`config.mk`:
```
export PLATFORM = sky130hd
export DESIGN_NAME = decoder_6466b
export DESIGN_NICKNAME = d
export VERILOG_FILES = /design/src/rtl/pcs_types_pkg.sv /design/src/rtl/decoder_6466b_block_map.sv /design/src/rtl/decoder_6466b.sv
export SDC_FILE = /design/constraint.sdc
export NUM_CORES = 1
export LEC_CHECK = 0
export BUFFER_PORTS_ARGS = -buffer_cell sky130_fd_sc_hd__buf_2
export CORE_ASPECT_RATIO = 0.75
export CORE_MARGIN = 2
export CORE_UTILIZATION = 50
export CTS_CLUSTER_SIZE = 8
export DETAILED_ROUTE_END_ITERATION = 12
export GPL_TIMING_DRIVEN = 0
export PLACE_DENSITY = 0.79
export REMOVE_ABC_BUFFERS = 1
export SYNTH_ARGS = -nofsm -noshare
export SYNTH_HDL_FRONTEND = slang
export SYNTH_HIERARCHICAL = 1
export SYNTH_SLANG_ARGS = --single-unit
```
`constraint.sdc`:
```
create_clock -name i_clk -period 4.5 [get_ports i_clk]
set_input_delay 1.35 -clock i_clk [delete_from_list [all_inputs] [get_ports i_clk]]
set_output_delay 1.35 -clock i_clk [all_outputs]
set_load 0.02 [all_outputs]
```
`src/rtl/pcs_types_pkg.sv`:
```
// Shared 10GBASE-R PCS receive types: block types, sync headers,
// XGMII characters and decoder state.
package pcs_types_pkg;

  localparam logic [7:0] BT_C  = 8'h1e;
  localparam logic [7:0] BT_S0 = 8'h78;
  localparam logic [7:0] BT_S4 = 8'h33;
  localparam logic [7:0] BT_O0 = 8'h4b;
  localparam logic [7:0] BT_T0 = 8'h87;
  localparam logic [7:0] BT_T1 = 8'h99;
  localparam logic [7:0] BT_T2 = 8'haa;
  localparam logic [7:0] BT_T3 = 8'hb4;
  localparam logic [7:0] BT_T4 = 8'hcc;
  localparam logic [7:0] BT_T5 = 8'hd2;
  localparam logic [7:0] BT_T6 = 8'he1;
  localparam logic [7:0] BT_T7 = 8'hff;

  localparam logic [1:0] SH_DATA = 2'b10;
  localparam logic [1:0] SH_CTRL = 2'b01;

  localparam logic [7:0] IDLE  = 8'h07;
  localparam logic [7:0] START = 8'hfb;
  localparam logic [7:0] TERM  = 8'hfd;
  localparam logic [7:0] ERROR = 8'hfe;
  localparam logic [7:0] SEQ   = 8'h9c;

  localparam logic [63:0] LF_WORD  = 64'h0100009c0100009c;
  localparam logic [7:0]  LF_CTL   = 8'h11;
  localparam logic [63:0] ERR_WORD = {8{ERROR}};

  typedef enum logic [1:0] {
    S_INIT,
    S_IDLE,
    S_DATA
  } dec_state_e;

  typedef enum logic [2:0] {
    BC_DATA,
    BC_CTRL,
    BC_START,
    BC_TERM,
    BC_INVALID
  } block_class_e;

endpackage

```
`src/rtl/decoder_6466b_block_map.sv`:
```
// Stateless 66b block to XGMII lane mapping with block classification.
// Sequencing is judged by the caller from block_class.
module decoder_6466b_block_map
  import pcs_types_pkg::*;
(
  input  logic [1:0]   header,
  input  logic [63:0]  data,
  output logic [63:0]  xgmii_data,
  output logic [7:0]   xgmii_ctl,
  output block_class_e block_class
);

  logic [7:0]  btype;
  logic [63:0] pay;
  logic [2:0]  tk;
  logic        is_term;

  assign btype = data[7:0];
  // payload byte j+1 lands at lane j
  assign pay = {8'h00, data[63:8]};

  always_comb begin
    xgmii_data  = ERR_WORD;
    xgmii_ctl   = 8'hff;
    block_class = BC_INVALID;
    is_term     = 1'b0;
    tk          = 3'd0;
    if (header == SH_DATA) begin
      xgmii_data  = data;
      xgmii_ctl   = 8'h00;
      block_class = BC_DATA;
    end else if (header == SH_CTRL) begin
      unique case (btype)
        BT_C: begin
          block_class = BC_CTRL;
          for (int n = 0; n < 8; n++) begin
            xgmii_data[8*n +: 8] =
              (data[8+7*n +: 7] == 7'h00) ? IDLE : ERROR;
          end
        end
        BT_S0: begin
          block_class = BC_START;
          xgmii_data  = {data[63:8], START};
          xgmii_ctl   = 8'h01;
        end
        BT_S4: begin
          block_class = BC_START;
          xgmii_data  = {data[63:40], START, {4{IDLE}}};
          xgmii_ctl   = 8'h1f;
        end
        BT_O0: begin
          block_class = BC_CTRL;
          xgmii_data  = {{4{IDLE}}, data[31:8], SEQ};
          xgmii_ctl   = 8'hf1;
        end
        BT_T0: begin is_term = 1'b1; tk = 3'd0; end
        BT_T1: begin is_term = 1'b1; tk = 3'd1; end
        BT_T2: begin is_term = 1'b1; tk = 3'd2; end
        BT_T3: begin is_term = 1'b1; tk = 3'd3; end
        BT_T4: begin is_term = 1'b1; tk = 3'd4; end
        BT_T5: begin is_term = 1'b1; tk = 3'd5; end
        BT_T6: begin is_term = 1'b1; tk = 3'd6; end
        BT_T7: begin is_term = 1'b1; tk = 3'd7; end
        default: ;
      endcase
      if (is_term) begin
        block_class = BC_TERM;
        xgmii_ctl   = 8'hff << tk;
        for (int i = 0; i < 8; i++) begin
          if (i < int'(tk))
            xgmii_data[8*i +: 8] = pay[8*i +: 8];
          else if (i == int'(tk))
            xgmii_data[8*i +: 8] = TERM;
          else
            xgmii_data[8*i +: 8] = IDLE;
        end
      end
    end
  end

endmodule

```
`src/rtl/decoder_6466b.sv`:
```
// 10GBASE-R receive 64b/66b decoder: frame sequencing FSM,
// registered XGMII outputs and saturating decode-error counter.
module decoder_6466b
  import pcs_types_pkg::*;
#(
  parameter int ERR_CNT_W = 16
) (
  input  logic                 i_clk,
  input  logic                 i_reset,
  input  logic [63:0]          i_rx_data,
  input  logic [1:0]           i_rx_header,
  input  logic                 i_rx_valid,
  input  logic                 i_block_lock,
  input  logic                 i_err_clear,
  output logic [63:0]          o_xgmii_data,
  output logic [7:0]           o_xgmii_ctl,
  output logic                 o_xgmii_valid,
  output logic [ERR_CNT_W-1:0] o_err_count
);

  dec_state_e   state, state_nxt;
  block_class_e cls;
  logic [63:0]  map_data;
  logic [7:0]   map_ctl;
  logic         err;
  logic         adv;
  logic         cnt_inc;

  decoder_6466b_block_map u_map (
    .header      (i_rx_header),
    .data        (i_rx_data),
    .xgmii_data  (map_data),
    .xgmii_ctl   (map_ctl),
    .block_class (cls)
  );

  assign adv     = i_rx_valid & i_block_lock;
  assign cnt_inc = adv & err & (o_err_count != '1);

  always_comb begin
    state_nxt = state;
    err       = 1'b0;
    case (state)
      S_INIT, S_IDLE: begin
        unique case (cls)
          BC_CTRL:  state_nxt = S_IDLE;
          BC_START: state_nxt = S_DATA;
          default:  err = 1'b1;
        endcase
      end
      S_DATA: begin
        unique case (cls)
          BC_DATA: state_nxt = S_DATA;
          BC_TERM: state_nxt = S_IDLE;
          default: begin
            err       = 1'b1;
            state_nxt = S_IDLE;
          end
        endcase
      end
      default: state_nxt = S_INIT;
    endcase
  end

  always_ff @(posedge i_clk or posedge i_reset) begin
    if (i_reset) begin
      state         <= S_INIT;
      o_xgmii_data  <= LF_WORD;
      o_xgmii_ctl   <= LF_CTL;
      o_xgmii_valid <= 1'b0;
      o_err_count   <= '0;
    end else begin
      o_xgmii_valid <= i_rx_valid;
      if (i_rx_valid && !i_block_lock) begin
        state        <= S_INIT;
        o_xgmii_data <= LF_WORD;
        o_xgmii_ctl  <= LF_CTL;
      end else if (adv) begin
        state        <= state_nxt;
        o_xgmii_data <= err ? ERR_WORD : map_data;
        o_xgmii_ctl  <= err ? 8'hff : map_ctl;
      end
      if (i_err_clear)
        o_err_count <= '0;
      else if (cnt_inc)
        o_err_count <= o_err_count + ERR_CNT_W'(1);
    end
  end

endmodule

```
# Word-level counts from Yosys, hierarchy flattened

Cells that the tools add are included.

Register bits: 91
Memory bits (read-only): 0
Latch bits: 0
Bits of input ports: 71
Output and inout port bits: 89
Bits in writable memories: 0
Memories: 0
Word-level logic and storage cells: 124

Order comparisons: 7
Bitwise logic cells: 3
Add/subtract/negate cells: 1
Shift-type cells: 1
Multipliers: 0
Eq/ne operators: 28
Mux-type cells: 57
Reductions and logical operators: 22
Divide/modulo/power cells: 0

Operator list:

| kind                  | count |
|---|---|
| $mux 64               | 6 |
| $pmux 64 s4           | 1 |
| $mux 8                | 29 |
| $eq 8x8->1 const B    | 8 |
| $logic_not 7->1       | 8 |
| $mux 16               | 2 |
| $pmux 8 s3            | 1 |
| $pmux 3 s7            | 1 |
| $add 16x1->16 const B | 1 |
| $eq 8x7->1 const B    | 2 |
| $ne 16x16->1 const B  | 1 |
| $mux 3                | 5 |
| $eq 3x3->1 const A    | 4 |
| $reduce_or 2->1       | 5 |
| $lt 3x3->1 const A    | 3 |
| $eq 8x5->1 const B    | 1 |
| $eq 8x6->1 const B    | 1 |
| $pmux 2 s2            | 2 |
| $reduce_or 8->1       | 1 |
| $shl 8x3->8 const A   | 1 |
| $eq 2x3->1 const A    | 2 |
| $eq 3x2->1 const B    | 2 |
| $logic_not 3->1       | 2 |
| $lt 1x3->1 const A    | 2 |
| other kinds (16)      | 28 |

# Depth between registers and ports, before layout

Depth after elaboration: 16
Depth in mapped cells: 16

# Cells and area by module

Netlist, hierarchy kept.

By module, submodules not included:

| module                  | cells an instance | times used | area each (um^2) | seq. area each (um^2) |
|---|---|---|---|---|
| decoder_6466b           | 348               | 1          | 3,882.5          | 2,292.2 |
| decoder_6466b_block_map | 369               | 1          | 2,363.5          | 0.0 |

# Worst setup path before layout

OpenSTA, ideal clock, no wires.

Kind: in2reg
Start: input i_rx_data[6]
End: register o_err_count[15]
Stages on the path: 14
Setup time: 0.125 ns
Data arrival time: 4.399 ns
Path slack: -0.024 ns
Required time: 4.375 ns
Buffers on the path: 4
Cells stage by stage: buf_2 > or4bb_1 > o21bai_1 > nand4b_4 > buf_6 > buf_4 > nor2_1 > nor2_1 > xnor2_1 > mux2i_1 > nand2_1 > buf_2 > nor4_1 > mux2_2

Longest elaborated chain between the ends: 15
Elaborated cells between the ends (all ways): 34
Those cells by class: eq/ne (15); mux (10); bitwise (2); reduce/logical (7)

Ends and longest elaborated chain:

| element                                  | RTL line                                 | source |
|---|---|---|
| from (decl)                              | decoder_6466b.sv:10                      | `input logic [63:0] i_rx_data,` |
| $eq 8x8->1                               | decoder_6466b_block_map.sv:33            | `unique case (btype)` |
| $reduce_or 8->1 (no source line)         | n/a                                      |  |
| $mux 1                                   | decoder_6466b_block_map.sv:33            |  |
| $mux 1                                   | decoder_6466b_block_map.sv:32            | `end else if (header == SH_CTRL) begin` |
| $mux 1                                   | decoder_6466b_block_map.sv:28            | `if (header == SH_DATA) begin` |
| $mux 3 (*)                               | decoder_6466b_block_map.sv:66            | `if (is_term) begin` |
| $mux 3 (*)                               | decoder_6466b_block_map.sv:32            |  |
| $mux 3 (*)                               | decoder_6466b_block_map.sv:28            |  |
| net cls[1]                               | decoder_6466b.sv:22                      | `block_class_e cls;` |
| $eq 3x2->1, or another cell as far along | decoder_6466b.sv:52                      | `unique case (cls)` |
| $reduce_or 2->1 (no source line)         | n/a                                      |  |
| $mux 1, on equally long branches         | decoder_6466b.sv:52, decoder_6466b.sv:45 |  |
| $pmux 1 s2 (*)                           | decoder_6466b.sv:43                      | `case (state)` |
| $and 1x1->1 (*) (2 in series)            | decoder_6466b.sv:38                      | `assign cnt_inc = adv & err & (o_err_count != '1);` |
| $reduce_bool 2->1 (no source line) (*)   | n/a                                      |  |
| to (signal assigned)                     | decoder_6466b.sv:86                      | `o_err_count <= o_err_count + ERR_CNT_W'(1);` |
| to (decl)                                | decoder_6466b.sv:18                      | `output logic [ERR_CNT_W-1:0] o_err_count` |

The timed path passes the listed nets; every way through them passes the cells marked *. The select of a mux whose other input is x is not followed.
A chain may end at the register's enable or synchronous reset.

# Worst setup path after layout

Start: input i_rx_data[6]
End: register o_err_count[9]

Same word-level chain as after synthesis.

==> results by group <==
Setup path
  • Most frequent CP cell: nor2_1
  • Worst Path Max Fanout: 19
  • R2r setup slk: roughly 2.2 ns
  • WS Path Type: in -> reg
  • CP Cell Sequence: buf_2 > or4bb_1 > o21bai_2 > nand4b_4 > nand2b_2 > nor2_1 > nor2_1 > xnor2_1 > mux2_4 > nor4b_2 > or4b_1 > a21oi_1
  • Req. time, crit path: between 4 and 5 ns
  • CP endpoint kind: flip-flop
  • CP max stage delay: about 0.55 ns
  • Max stage delay cell, worst path: or4bb_1
  • Critical path arrival: approximately 4.6 ns
  • CP Launch Type: input pin

Cells and area
  • Synth-to-layout area growth: 20.0%
  • Multi-input gate area: around 0.0037 mm^2
  • Register area: roughly 0.0023 mm^2
  • Layout cells sized above 1: between 20% and 30%
  • Most frequent cells in the layout: 157 x buf_2, 116 x nor2_1, 79 x dfrtp_1
  • Ant diodes: 0
  • Final non-filler cell total: about 1000
  • Most common cell after layout, fill and taps aside: buf_2
  • Post-layout nets: between 900 and 1000
  • Filler cells: between 1000 and 1500

Run status
  • Status: completed

GRT
  • Number of global-route vias before repair: 6028
  • Initial antenna violation count: 0
  • First-pass GRT wire length: 31200 um
  • Gr usage total: between 20% and 30%
  • Pin count of the biggest net entering global routing: 63
  • Grt total ovfl: 0

Power
  • Net Sw Frac: roughly 29%
  • Clock Power Share: between 30% and 40%
  • Sw power: roughly 0.0006 W
  • Lkg Pwr: roughly 3.1 nW
  • Max VDD drop: 0.189 mV
  • Int Pwr: 0.00147 W
  • Seq pwr share: a little over two fifths
  • Pwr dens: approximately 280 mW/mm^2
  • Combinational power share: approximately 18%

Clock tree
  • H-tree lvl count: 3
  • Max Root-Sink Buffers: 2
  • Clock buffer count from CTS: 9
  • CTS Sinks: between 90 and 100
  • Later-pin clock latency in the skew report: around 0.34 ns
  • Root Buffer: clkbuf_16
  • Clock Pin Slew Worst Setup and Hold Paths: ~0.060 ns
  • CTS tree: built

Synthesis
  • Cell Area, Synth: ~0.0062 mm^2
  • Seq cells post-synth: ~90
  • Avg Cell Area, Syn: 8.71 um^2
  • Yosys warns: 6
  • Primary FF master, synth: dfrtp_1
  • Ys async rst share: 100%
  • Synth cell types: 80
  • Seq/Total Area, Yosys: between 30% and 40%
  • Post-synth EDFFs: 0
  • Syn Inst Count: between 700 and 800

Drt
  • Drt pass-1 iters: 7
  • Avg Vias per Cell: between 6 and 7
  • DRC viols: 0
  • DR WL/cell: 19.7 um
  • Routed wire length: between 15000 and 20000 um
  • DRT iter0 DRCs: 671
  • ANT nets after route: 0
  • Overall via count from detail_route: 6524

STA
  • Clock Skew: approximately 0.0047 ns
  • Hold_ws: about 0.48 ns
  • Tmin final: between 4 and 5 ns
  • Final Max Tran Viols: 0
  • Fin crit share: about 96%
  • Endpoints failing setup: 0
  • Hold Fails Final Rpt: 0
  • Worst Tran Pin Value: 1.19 ns
  • Rel. slew slack: roughly a fifth
  • FMAX: 0.231 GHz

Floorplanning
  • Starting density of the core: 51.1%
  • Area of the core: 0.0122 mm^2
  • Die Y-Extent: 101 um
  • Row cnt: 35
  • Full die area: between 0.01 and 0.015 mm^2
  • Ports: 160
  • Chip width: between 100 and 150 um

Hold path
  • HP Class: reg -> reg

Placement
  • DP HPWL: roughly 14000 um
  • Gpl congestion: 0.946
  • Placed instance count: around 990
  • Port Buf Inserts: approximately 160

Flow run
  • Max-cap violations: 0
-- cell families after synthesis --
logic type | after synthesis | synth area share, %
simple gates | 288 | 24.6
xor+xnor | 1 | 0.140
buf+inv | 64 | 4.67
mux | 4 | 0.761
flops | 91 | 36.7
fa+ha+maj | 1 | 0.200
compound gates | 268 | 32.9
-- worst max-delay path: cells and delay by family --
family	cells	cell delay, ns
XOR/XNOR	1	0.24
AND/OR/NAND/NOR	7	1.97
AO/OA/AOI/OAI	2	0.44
multiplexers	1	0.38
buffers and inverters	1	0.21
-- timing repair --
action,4_1_cts,5_1_grt
pin swaps,1,1
resized for setup,5,6
setup endpoints to repair,85,62
gates cloned,2,0
hold buffers,0,0
buffers inserted,3,3
-- layer usage --
layer	track usage [%]	wire length (um)	up-vias
li1	-	-	2993
met1	42.2	8900	3125
met2	43.1	8590	372
met3	6.94	2130	34
met4	8.68	310	0
met5	0	0	-
-- state kept, by name, summed over array words and instances, names as in the netlist --
| signal | cells |
|---|---|
| o_err_count | 16 |
| o_xgmii_data | 64 |
| state | 2 |
| o_xgmii_valid | 1 |
| o_xgmii_ctl | 8 |
-- per-stage QoR --
step | area [um^2] | util [%] | power [W] | TNS, ns | setup WS (ns)
global route | 7490 | 61.3 | 0.00214 | -0.00396 | -0.00396
CTS | 7450 | 61.0 | 0.00207 | 0 | 0.0437
global placement | 6980 | 57.2 | 0.00127 | -143.37 | -2.11
finish | 7490 | 61.3 | 0.00207 | 0 | 0.174
detailed placement | 7070 | 57.9 | 0.00128 | -60.16 | -0.982
floorplan | 5980 | - | 0.00111 | -26.64 | -0.754
-- final cells by class --
type / instances / share of cell area (%)
clock buffers: 14 / 3.66
clock inverters: 2 / 0.467
inverters: 7 / 0.384
multi-input cells: 564 / 49.8
flip-flops and latches: 91 / 30.6
well taps: 166 / 2.77
repair buffers: 168 / 12.3
-- worst paths after layout --
check	start	end	cells past startpoint
hold / removal	o_xgmii_data[5]	o_xgmii_data[5]	1
hold reg to reg	o_xgmii_data[5]	o_xgmii_data[5]	1
setup reg to reg	o_err_count[0]	o_err_count[15]	6
setup / recovery	i_rx_data[6]	o_err_count[9]	12
max in group asynchronous	i_reset	o_xgmii_data[56]	3
min in group asynchronous	i_reset	o_xgmii_data[13]	2
-- synth_stat cells (3+ instances only) --
cell type / count / area (um^2)
a21oi_1: 42 / 210
nand2_1: 46 / 173
buf_6: 3 / 33.8
inv_1: 5 / 18.8
or4_1: 13 / 97.6
o32a_1: 6 / 60.1
a22o_1: 7 / 61.3
o41ai_1: 3 / 26.3
nand4_1: 9 / 56.3
buf_2: 17 / 85.1
a22oi_1: 11 / 82.6
o21ai_0: 24 / 120
o21bai_1: 3 / 22.5
o31ai_2: 3 / 37.5
nor3_1: 10 / 50.1
a211oi_1: 10 / 75.1
o31ai_1: 11 / 82.6
and2_1: 6 / 37.5
and3_1: 6 / 37.5
o21ai_2: 3 / 26.3
o21a_1: 28 / 210
nor4_1: 9 / 56.3
or4bb_1: 3 / 33.8
a21o_1: 7 / 52.6
o22a_1: 19 / 166
o211ai_1: 6 / 45.0
dfrtp_1: 79 / 1980
clkbuf_1: 34 / 128
o2bb2ai_1: 56 / 490
dfstp_2: 12 / 315
nand2b_1: 9 / 56.3
nor4bb_1: 13 / 130
nor2b_1: 8 / 50.1
and4_1: 5 / 43.8
nand3_1: 14 / 70.1
nor2_1: 116 / 435
a31oi_1: 5 / 31.3
o21ai_1: 3 / 15.0
-- power groups by stage --
stage          sequential (W)  combinational [W]  clock, W
2_1_floorplan        0.000968           0.000141         0
3_3_place_gp         0.000912           0.000356         0
3_5_place_dp         0.000912           0.000369         0
4_1_cts              0.000902           0.000372  0.000793
5_1_grt              0.000908           0.000405  0.000826
6_report             0.000902           0.000377  0.000786
Power figures use the tool's default switching activity.
